`src/rtl/fc_dot_engine.sv`:
```
// fc_dot_engine: read-side sequencer + signed fixed-point MAC for one neuron.
// Drives RAM port A (input vector) and port B (weight row), accumulates
// bias<<<FRAC plus sum(x*w), then returns sat(acc>>>FRAC) via valid/ready.
// Optional feature macro: FC_RELU_EN (clamp negative results to zero).
module fc_dot_engine #(
  parameter int RAM_DEEP = 40,
  parameter int DWIDTH   = 16,
  parameter int AWIDTH   = $clog2(RAM_DEEP),
  parameter int FRAC     = 8,
  parameter int ACC_W    = 2*DWIDTH+AWIDTH
) (
  input  logic              clk,
  input  logic              rst_n,
  input  logic              start,
  input  logic [AWIDTH:0]   len,
  input  logic [AWIDTH-1:0] xbase,
  input  logic [AWIDTH-1:0] wbase,
  input  logic [DWIDTH-1:0] bias,
  output logic              busy,
  output logic              rea,
  output logic              reb,
  output logic [AWIDTH-1:0] addra,
  output logic [AWIDTH-1:0] addrb,
  input  logic [DWIDTH-1:0] douta,
  input  logic [DWIDTH-1:0] doutb,
  input  logic              dvalida,
  input  logic              dvalidb,
  output logic [DWIDTH-1:0] result,
  output logic              result_valid,
  input  logic              result_ready,
  output logic              err
);

  typedef enum logic [1:0] {S_IDLE, S_READ, S_DRAIN, S_OUT} state_t;

  localparam logic [AWIDTH-1:0] LAST_A = AWIDTH'(RAM_DEEP-1);
  localparam logic [AWIDTH:0]   DEEP_L = (AWIDTH+1)'(RAM_DEEP);
  localparam logic signed [ACC_W-1:0] SAT_MAX =
    {{(ACC_W-DWIDTH+1){1'b0}}, {(DWIDTH-1){1'b1}}};
  localparam logic signed [ACC_W-1:0] SAT_MIN =
    {{(ACC_W-DWIDTH+1){1'b1}}, {(DWIDTH-1){1'b0}}};

  state_t                   state_q, state_d;
  logic [AWIDTH:0]          cnt_q, cnt_d;
  logic [AWIDTH:0]          len_q, len_d;
  logic [AWIDTH-1:0]        addra_q, addra_d;
  logic [AWIDTH-1:0]        addrb_q, addrb_d;
  logic signed [ACC_W-1:0]  acc_q, acc_d;
  logic [DWIDTH-1:0]        result_q, result_d;
  logic                     err_q, err_d;

  logic [AWIDTH:0]            len_eff;
  logic [AWIDTH-1:0]          xbase_m, wbase_m;
  logic signed [2*DWIDTH-1:0] prod;
  logic signed [ACC_W-1:0]    prod_ext, bias_ext, bias_acc, acc_sum;
  logic                       both_vld;

  // Shift out the fraction (floor), clamp to DWIDTH, optionally ReLU.
  function automatic logic [DWIDTH-1:0] fmt(input logic signed [ACC_W-1:0] a);
    logic signed [ACC_W-1:0] s;
    logic [DWIDTH-1:0]       r;
    s = a >>> FRAC;
    if (s > SAT_MAX)      r = SAT_MAX[DWIDTH-1:0];
    else if (s < SAT_MIN) r = SAT_MIN[DWIDTH-1:0];
    else                  r = s[DWIDTH-1:0];
`ifdef FC_RELU_EN
    if (r[DWIDTH-1]) r = '0;
`endif
    return r;
  endfunction

  // Address step with wrap at the top of the RAM.
  function automatic logic [AWIDTH-1:0] inc_a(input logic [AWIDTH-1:0] a);
    return (a >= LAST_A) ? '0 : a + 1'b1;
  endfunction

  // Datapath helpers: clamped length, base addresses reduced into range,
  // sign-extended product and bias.
  always_comb begin
    len_eff  = (len > DEEP_L) ? DEEP_L : len;
    xbase_m  = ({1'b0, xbase} >= DEEP_L) ? xbase - LAST_A - 1'b1 : xbase;
    wbase_m  = ({1'b0, wbase} >= DEEP_L) ? wbase - LAST_A - 1'b1 : wbase;
    prod     = $signed(douta) * $signed(doutb);
    prod_ext = {{(ACC_W-2*DWIDTH){prod[2*DWIDTH-1]}}, prod};
    bias_ext = {{(ACC_W-DWIDTH){bias[DWIDTH-1]}}, bias};
    bias_acc = bias_ext <<< FRAC;
    both_vld = dvalida & dvalidb;
    acc_sum  = acc_q + (both_vld ? prod_ext : '0);
  end

  // Next-state and register-update logic for the sequencer.
  always_comb begin
    state_d  = state_q;
    cnt_d    = cnt_q;
    len_d    = len_q;
    addra_d  = addra_q;
    addrb_d  = addrb_q;
    acc_d    = acc_q;
    result_d = result_q;
    err_d    = err_q | (dvalida ^ dvalidb);
    case (state_q)
      S_IDLE: begin
        if (start) begin
          err_d   = 1'b0;
          len_d   = len_eff;
          cnt_d   = '0;
          addra_d = xbase_m;
          addrb_d = wbase_m;
          acc_d   = bias_acc;
          if (len_eff == '0) begin
            result_d = fmt(bias_acc);
            state_d  = S_OUT;
          end else begin
            state_d  = S_READ;
          end
        end
      end
      S_READ: begin
        acc_d   = acc_sum;
        addra_d = inc_a(addra_q);
        addrb_d = inc_a(addrb_q);
        cnt_d   = cnt_q + 1'b1;
        if (cnt_q == len_q - 1'b1) state_d = S_DRAIN;
      end
      S_DRAIN: begin
        // Last read data lands here; fold it in and register the result.
        acc_d    = acc_sum;
        result_d = fmt(acc_sum);
        state_d  = S_OUT;
      end
      S_OUT: begin
        if (result_ready) state_d = S_IDLE;
      end
      default: state_d = S_IDLE;
    endcase
  end

  // State and datapath registers; reset aborts any operation in flight.
  always_ff @(posedge clk or negedge rst_n) begin
    if (!rst_n) begin
      state_q  <= S_IDLE;
      cnt_q    <= '0;
      len_q    <= '0;
      addra_q  <= '0;
      addrb_q  <= '0;
      acc_q    <= '0;
      result_q <= '0;
      err_q    <= 1'b0;
    end else begin
      state_q  <= state_d;
      cnt_q    <= cnt_d;
      len_q    <= len_d;
      addra_q  <= addra_d;
      addrb_q  <= addrb_d;
      acc_q    <= acc_d;
      result_q <= result_d;
      err_q    <= err_d;
    end
  end

  assign busy         = (state_q != S_IDLE);
  assign rea          = (state_q == S_READ);
  assign reb          = (state_q == S_READ);
  assign addra        = addra_q;
  assign addrb        = addrb_q;
  assign result       = result_q;
  assign result_valid = (state_q == S_OUT);
  assign err          = err_q;

endmodule

```
`config.mk`:
```
export PLATFORM = sky130hd
export DESIGN_NAME = fc_dot_engine
export DESIGN_NICKNAME = d
export VERILOG_FILES = /design/src/rtl/fc_dot_engine.sv
export SDC_FILE = /design/constraint.sdc
export NUM_CORES = 1
export LEC_CHECK = 0
export CORE_MARGIN = 3
export CORE_UTILIZATION = 65
export DETAILED_ROUTE_END_ITERATION = 10
export GPL_TIMING_DRIVEN = 0
export MAX_ROUTING_LAYER = met4
export PLACE_DENSITY = 0.94
export REMOVE_ABC_BUFFERS = 1
export SLEW_MARGIN = 20
export SYNTH_ARGS = -nofsm -noshare
export SYNTH_HDL_FRONTEND = slang
export SYNTH_SLANG_ARGS = --single-unit
```
`constraint.sdc`:
```
create_clock -name clk -period 6.6 [get_ports clk]
set_input_delay 1.98 -clock clk [delete_from_list [all_inputs] [get_ports clk]]
set_output_delay 1.98 -clock clk [all_outputs]
set_load 0.1 [all_outputs]
```
==> metrics.md, run 1 <==
| Metric | Value |
|---|---|
| Outcome | `stopped before the end` |
| Halt Stage | `global routing` |
| Err | `[ERROR GRT-0232] Routing congestion too high. Check the congestion heatmap in the GUI.` |
| CTS Buf Count | `9` |
| CTS Root Buffer Type | `clkbuf_16` |
| Total GRT Usage | `0.748` |
| PortBufs | `105` |
| FFs w/ async S/R, synth | `1.00` |
| Final HPWL DP | `32900 µm` |
| EDFF count, synth | `0` |
| Post-synth top area cell | `fa_1` |
| Longest Clk Path Bufs | `2` |
| Cell count after synthesis | `1905` |
| Top_reg_cell synth | `dfrtp_1` |
| H-Tree Depth | `3` |
| FP Rows | `57` |
| Syn avg cell area | `8.64 µm²` |
| Sequential area share after synthesis | `0.126` |
| Largest net degree at the start of global routing | `44` |
| YS warnings | `0` |
| Clock sinks | `83` |
| DP Worst Slack | `-6.42 ns` |
| Grt ovf | `104` |
| Cell area after synthesis | `0.0165 mm²` |
| Placement-stage cell area | `0.0177 mm²` |
| Synth top area cells | `fa_1, dfrtp_1, ha_1, inv_1, nand2_1` |
| Post-synth top cells | `inv_1, fa_1, nand2_1` |
| Initial Utilization | `0.669` |
| Post-synth top area share | `0.320` |
| GP Congestion | `0.919` |
| Flops & latches, synth | `83` |
| Die Y | `165 µm` |
| Die width | `165 µm` |
| Yosys cell types | `82` |
| Top-count cell post-synth | `inv_1` |
| Top Ports | `106` |
-- per-layer routing --
layer  overflow  global-route usage
met1          4               0.731
met5          -                   -
met4         32               0.668
met3          3               0.663
met2         65               0.871
-- what timing repair did --
action | in CTS
hold buffers | 0
setup endpoints to repair | 48
pin swaps | 156
resized for setup | 477
buffers inserted | 78
gates cloned | 2
-- logic make-up after synthesis --
group | Yosys count | share of synthesized area
xor gates and xnor gates | 79 | 0.0441
and+or+nand+nor | 598 | 0.175
muxes | 17 | 0.0103
AOI/OAI and AO/OA | 316 | 0.131
DFF | 83 | 0.126
adders and majority gates | 388 | 0.415
buffers and inverters | 424 | 0.0985
-- stage by stage --
stage | cells | hold slack, ns
after detailed placement | 2269 | 0.463
after global placement | 2266 | 0.458
after CTS | 2361 | 0.476
after floorplan | 1837 | 0.445
==> run 2, diff against run 1 <==
CORE_UTILIZATION = 40   (was 65)
MAX_ROUTING_LAYER = not set   (was met4)
PLACE_DENSITY = not set   (was 0.94)
PLACE_DENSITY_LB_ADDON = 0.15   (was not set)
==> run 2 against run 1 <==
  * The flow now finishes, with violations (negative setup slack)
  * Area after synthesis is the same
  * Synthesized cell count unchanged
==> metrics.md, run 2 <==
| Metric | Value |
|---|---|
| # DRC | `0` |
| Routed vias | `13500` |
| Antenna violations before repair | `0` |
| Initial drt markers | `621` |
| Outcome | `finished with violations (was stopped before the end)` |
| Cell count after synthesis | `1905 (unchanged)` |
| Largest register FFs | `38` |
| Final HPWL DP | `31700 µm (was 32900 µm)` |
| GP Congestion | `0.805 (was 0.919)` |
| FF/Latch Area | `0.00208 mm²` |
| Setup ws final | `-3.66 ns` |
| Initial Utilization | `0.410 (was 0.669)` |
| Area delta synth->final | `27.2%` |
| Fraction of synthesized area in multiplexers | `0.0103 (unchanged)` |
| Setup TNS after final layout | `-113.10 ns` |
| RSZ-0062 raised after global routing | `yes` |
| Multi-input gate area | `0.0143 mm²` |
| Final Critical Period | `10.26 ns` |
| Drt total wl | `43000 µm` |
| CP max stage delay | `0.59 ns` |
| Yosys cell types | `82 (unchanged)` |
| CP Buf/Inv Count | `10` |
| Critical path's top delay family | `adder cells` |
| Worst-Skew Late Latency | `0.36 ns` |
| Slowest cell on crit path | `or4_4` |
| FFs w/ async S/R, synth | `1.00 (unchanged)` |
| Die Y | `209 µm (was 165 µm)` |
| PortBufs | `105 (unchanged)` |
| Clock sinks | `83 (unchanged)` |
| Measured slew at the worst slew-check pin | `1.04 ns` |
| Critical path depth in cells | `40` |
| Main combinational cell family by area after synthesis | `adder cells (unchanged)` |
| Final Hold Fails | `0` |
| # setup viols final | `46` |
| Worst rel slew slack | `0.309` |
| Crit Path Class | `in -> reg` |
| Total GRT Usage | `0.193` |
| Post-synth top cells | `inv_1, fa_1, nand2_1 (unchanged)` |
| Synth Area in Compound Gates | `0.131 (unchanged)` |
| Largest register by flop count | `acc_q` |
| Post-synth top area cell | `fa_1 (unchanged)` |
| Post-synth top area share | `0.320 (unchanged)` |
| Number of max-cap violations | `0` |
| Layout Nets | `2519` |
| CTS clock-pin slew for the worst setup and hold paths | `0.07 ns` |
| Crit-path max FO | `7` |
| Crit-path most repeated cell | `fa_1` |
| Longest Clk Path Bufs | `2 (unchanged)` |
| CP startpoint kind | `input port` |
| Share of cells above drive strength 1 | `0.205` |
| EDFF count, synth | `0 (unchanged)` |
| Wirelength per Cell | `16.6 µm` |
| Placement-stage cell area | `0.0180 mm² (was 0.0177 mm²)` |
| Area of the core | `0.0402 mm²` |
| TritonCTS clock tree | `done` |
| Xor/xnor share of the synthesized area | `0.0441 (unchanged)` |
| Synth top area cells | `fa_1, dfrtp_1, ha_1, inv_1, nand2_1 (unchanged)` |
| Violated checks | `negative setup slack` |
| Final instance area | `0.0209 mm²` |
| Final worst path period share | `1.56` |
| Flops & latches, synth | `83 (unchanged)` |
| CTS Root Buffer Type | `clkbuf_16 (unchanged)` |
| Grt ovf | `0` |
| Worst Hold Class | `reg -> reg` |
| Top_reg_cell synth | `dfrtp_1 (unchanged)` |
| Hold path start | `acc_q[2]` |
| Max Fclk | `0.0974 GHz` |
| Top Ports | `106 (unchanged)` |
| Die area | `0.0436 mm²` |
| H-Tree Depth | `3 (unchanged)` |
| FP Rows | `73 (was 57)` |
| Adder-cell share of the synthesized area | `0.415 (unchanged)` |
| First-pass DRT Iterations | `5` |
| Crit path launch | `douta[11]` |
| Setup crit end kind | `flop` |
| Fin Hold WS | `0.479 ns` |
| Final Skew | `0.00759 ns` |
| Critical Path AT | `10.50 ns` |
| Cell area after synthesis | `0.0165 mm² (unchanged)` |
| Top-count cell post-synth | `inv_1 (unchanged)` |
| CTS Buf Count | `9 (unchanged)` |
| Critical Path RT | `6.84 ns` |
| YS warnings | `0 (unchanged)` |
| Vias in the first global route | `13700` |
| Worst R2R Path Depth | `19` |
| Slew Limit Fails | `0` |
| DRT antenna net count | `0` |
| Syn avg cell area | `8.64 µm² (unchanged)` |
| Worst hold stages | `2` |
| Largest net degree at the start of global routing | `70` |
| Sequential area share after synthesis | `0.126 (unchanged)` |
| Ant diodes | `0` |
| Fill count | `3754` |
| Via-to-Cell Ratio | `5.22` |
| Die width | `209 µm (was 165 µm)` |
| Area fraction in and, or, nand and nor cells after synthesis | `0.175 (unchanged)` |
| Most common cell after layout, fill and taps aside | `inv_1` |
| Most frequent cells in the layout | `inv_1, fa_1, nand2_1` |
| Global-route wire length before repair | `69600 µm` |
| Reg2Reg Launch Point | `acc_q[0]` |
run 2: cell counts after synthesis:
Identical to the previous run, type by type.
run 2: timing repair:
action | in CTS | in global routing
cloned | 2 | 3
hold buffers | 0 | 0
gates resized for setup | 438 | 136
buffers inserted | 57 | 43
setup endpoints to repair | 48 | 46
pin swaps | 129 | 107
run 2: path summary, 6_finish.rpt:
path / endpoint / slack (ns)
setup reg to reg: result[5] / 2.21
min in group asynchronous: cnt_q[6] / 1.44
hold / removal: acc_q[2] / 0.48
max in group asynchronous: acc_q[21] / 4.55
setup / recovery: result[6] / -3.66
hold reg to reg: acc_q[2] / 0.48
run 2: cells by family (layout without fill, tap and decap cells):
kind of cell,Yosys count,in the layout
xor+xnor,79,79
compound gates,316,316
flops,83,83
simple gates,598,598
buf+inv,424,582
fa+ha+maj,388,388
mux,17,17
run 2: final cells by class:
type,count,share of cell area
Clock buffer,10,0.0114
Clock inverter,6,0.00424
Inverter,356,0.0642
Multi-Input combinational cell,1398,0.681
Sequential cell,83,0.0992
Tap cell,525,0.0314
Timing Repair Buffer,210,0.109
run 2: tightest hold or removal path, delay by kind of cell, from the launching register on:
kind,cells,cell delay [ns]
DFF,1,0.35
and+or+nand+nor,2,0.10
run 2: routing by layer:
layer / track usage / share of wire / vias up / wire length [µm]
li1: - / - / 6350 / -
met1: 0.261 / 0.43 / 6859 / 18700
met2: 0.336 / 0.51 / 248 / 22100
met3: 0.0228 / 0.038 / 50 / 1610
met4: 0.0356 / 0.016 / 0 / 680
met5: 0 / 0 / - / 0
run 2: stage by stage:
stage / setup WS (ns) / instances / utilization
finish: -3.66 / 2588 / 0.521
CTS: -3.56 / 2546 / 0.497
global placement: -6.52 / 2467 / 0.445
floorplan: -4.31 / 1837 / -
detailed placement: -6.43 / 2471 / 0.448
global route: -3.92 / 2588 / 0.521
Power of run 2 is left out: the tool's default activity adds up to more than one toggle a clock period on the data nets, which glitch-free logic cannot reach.
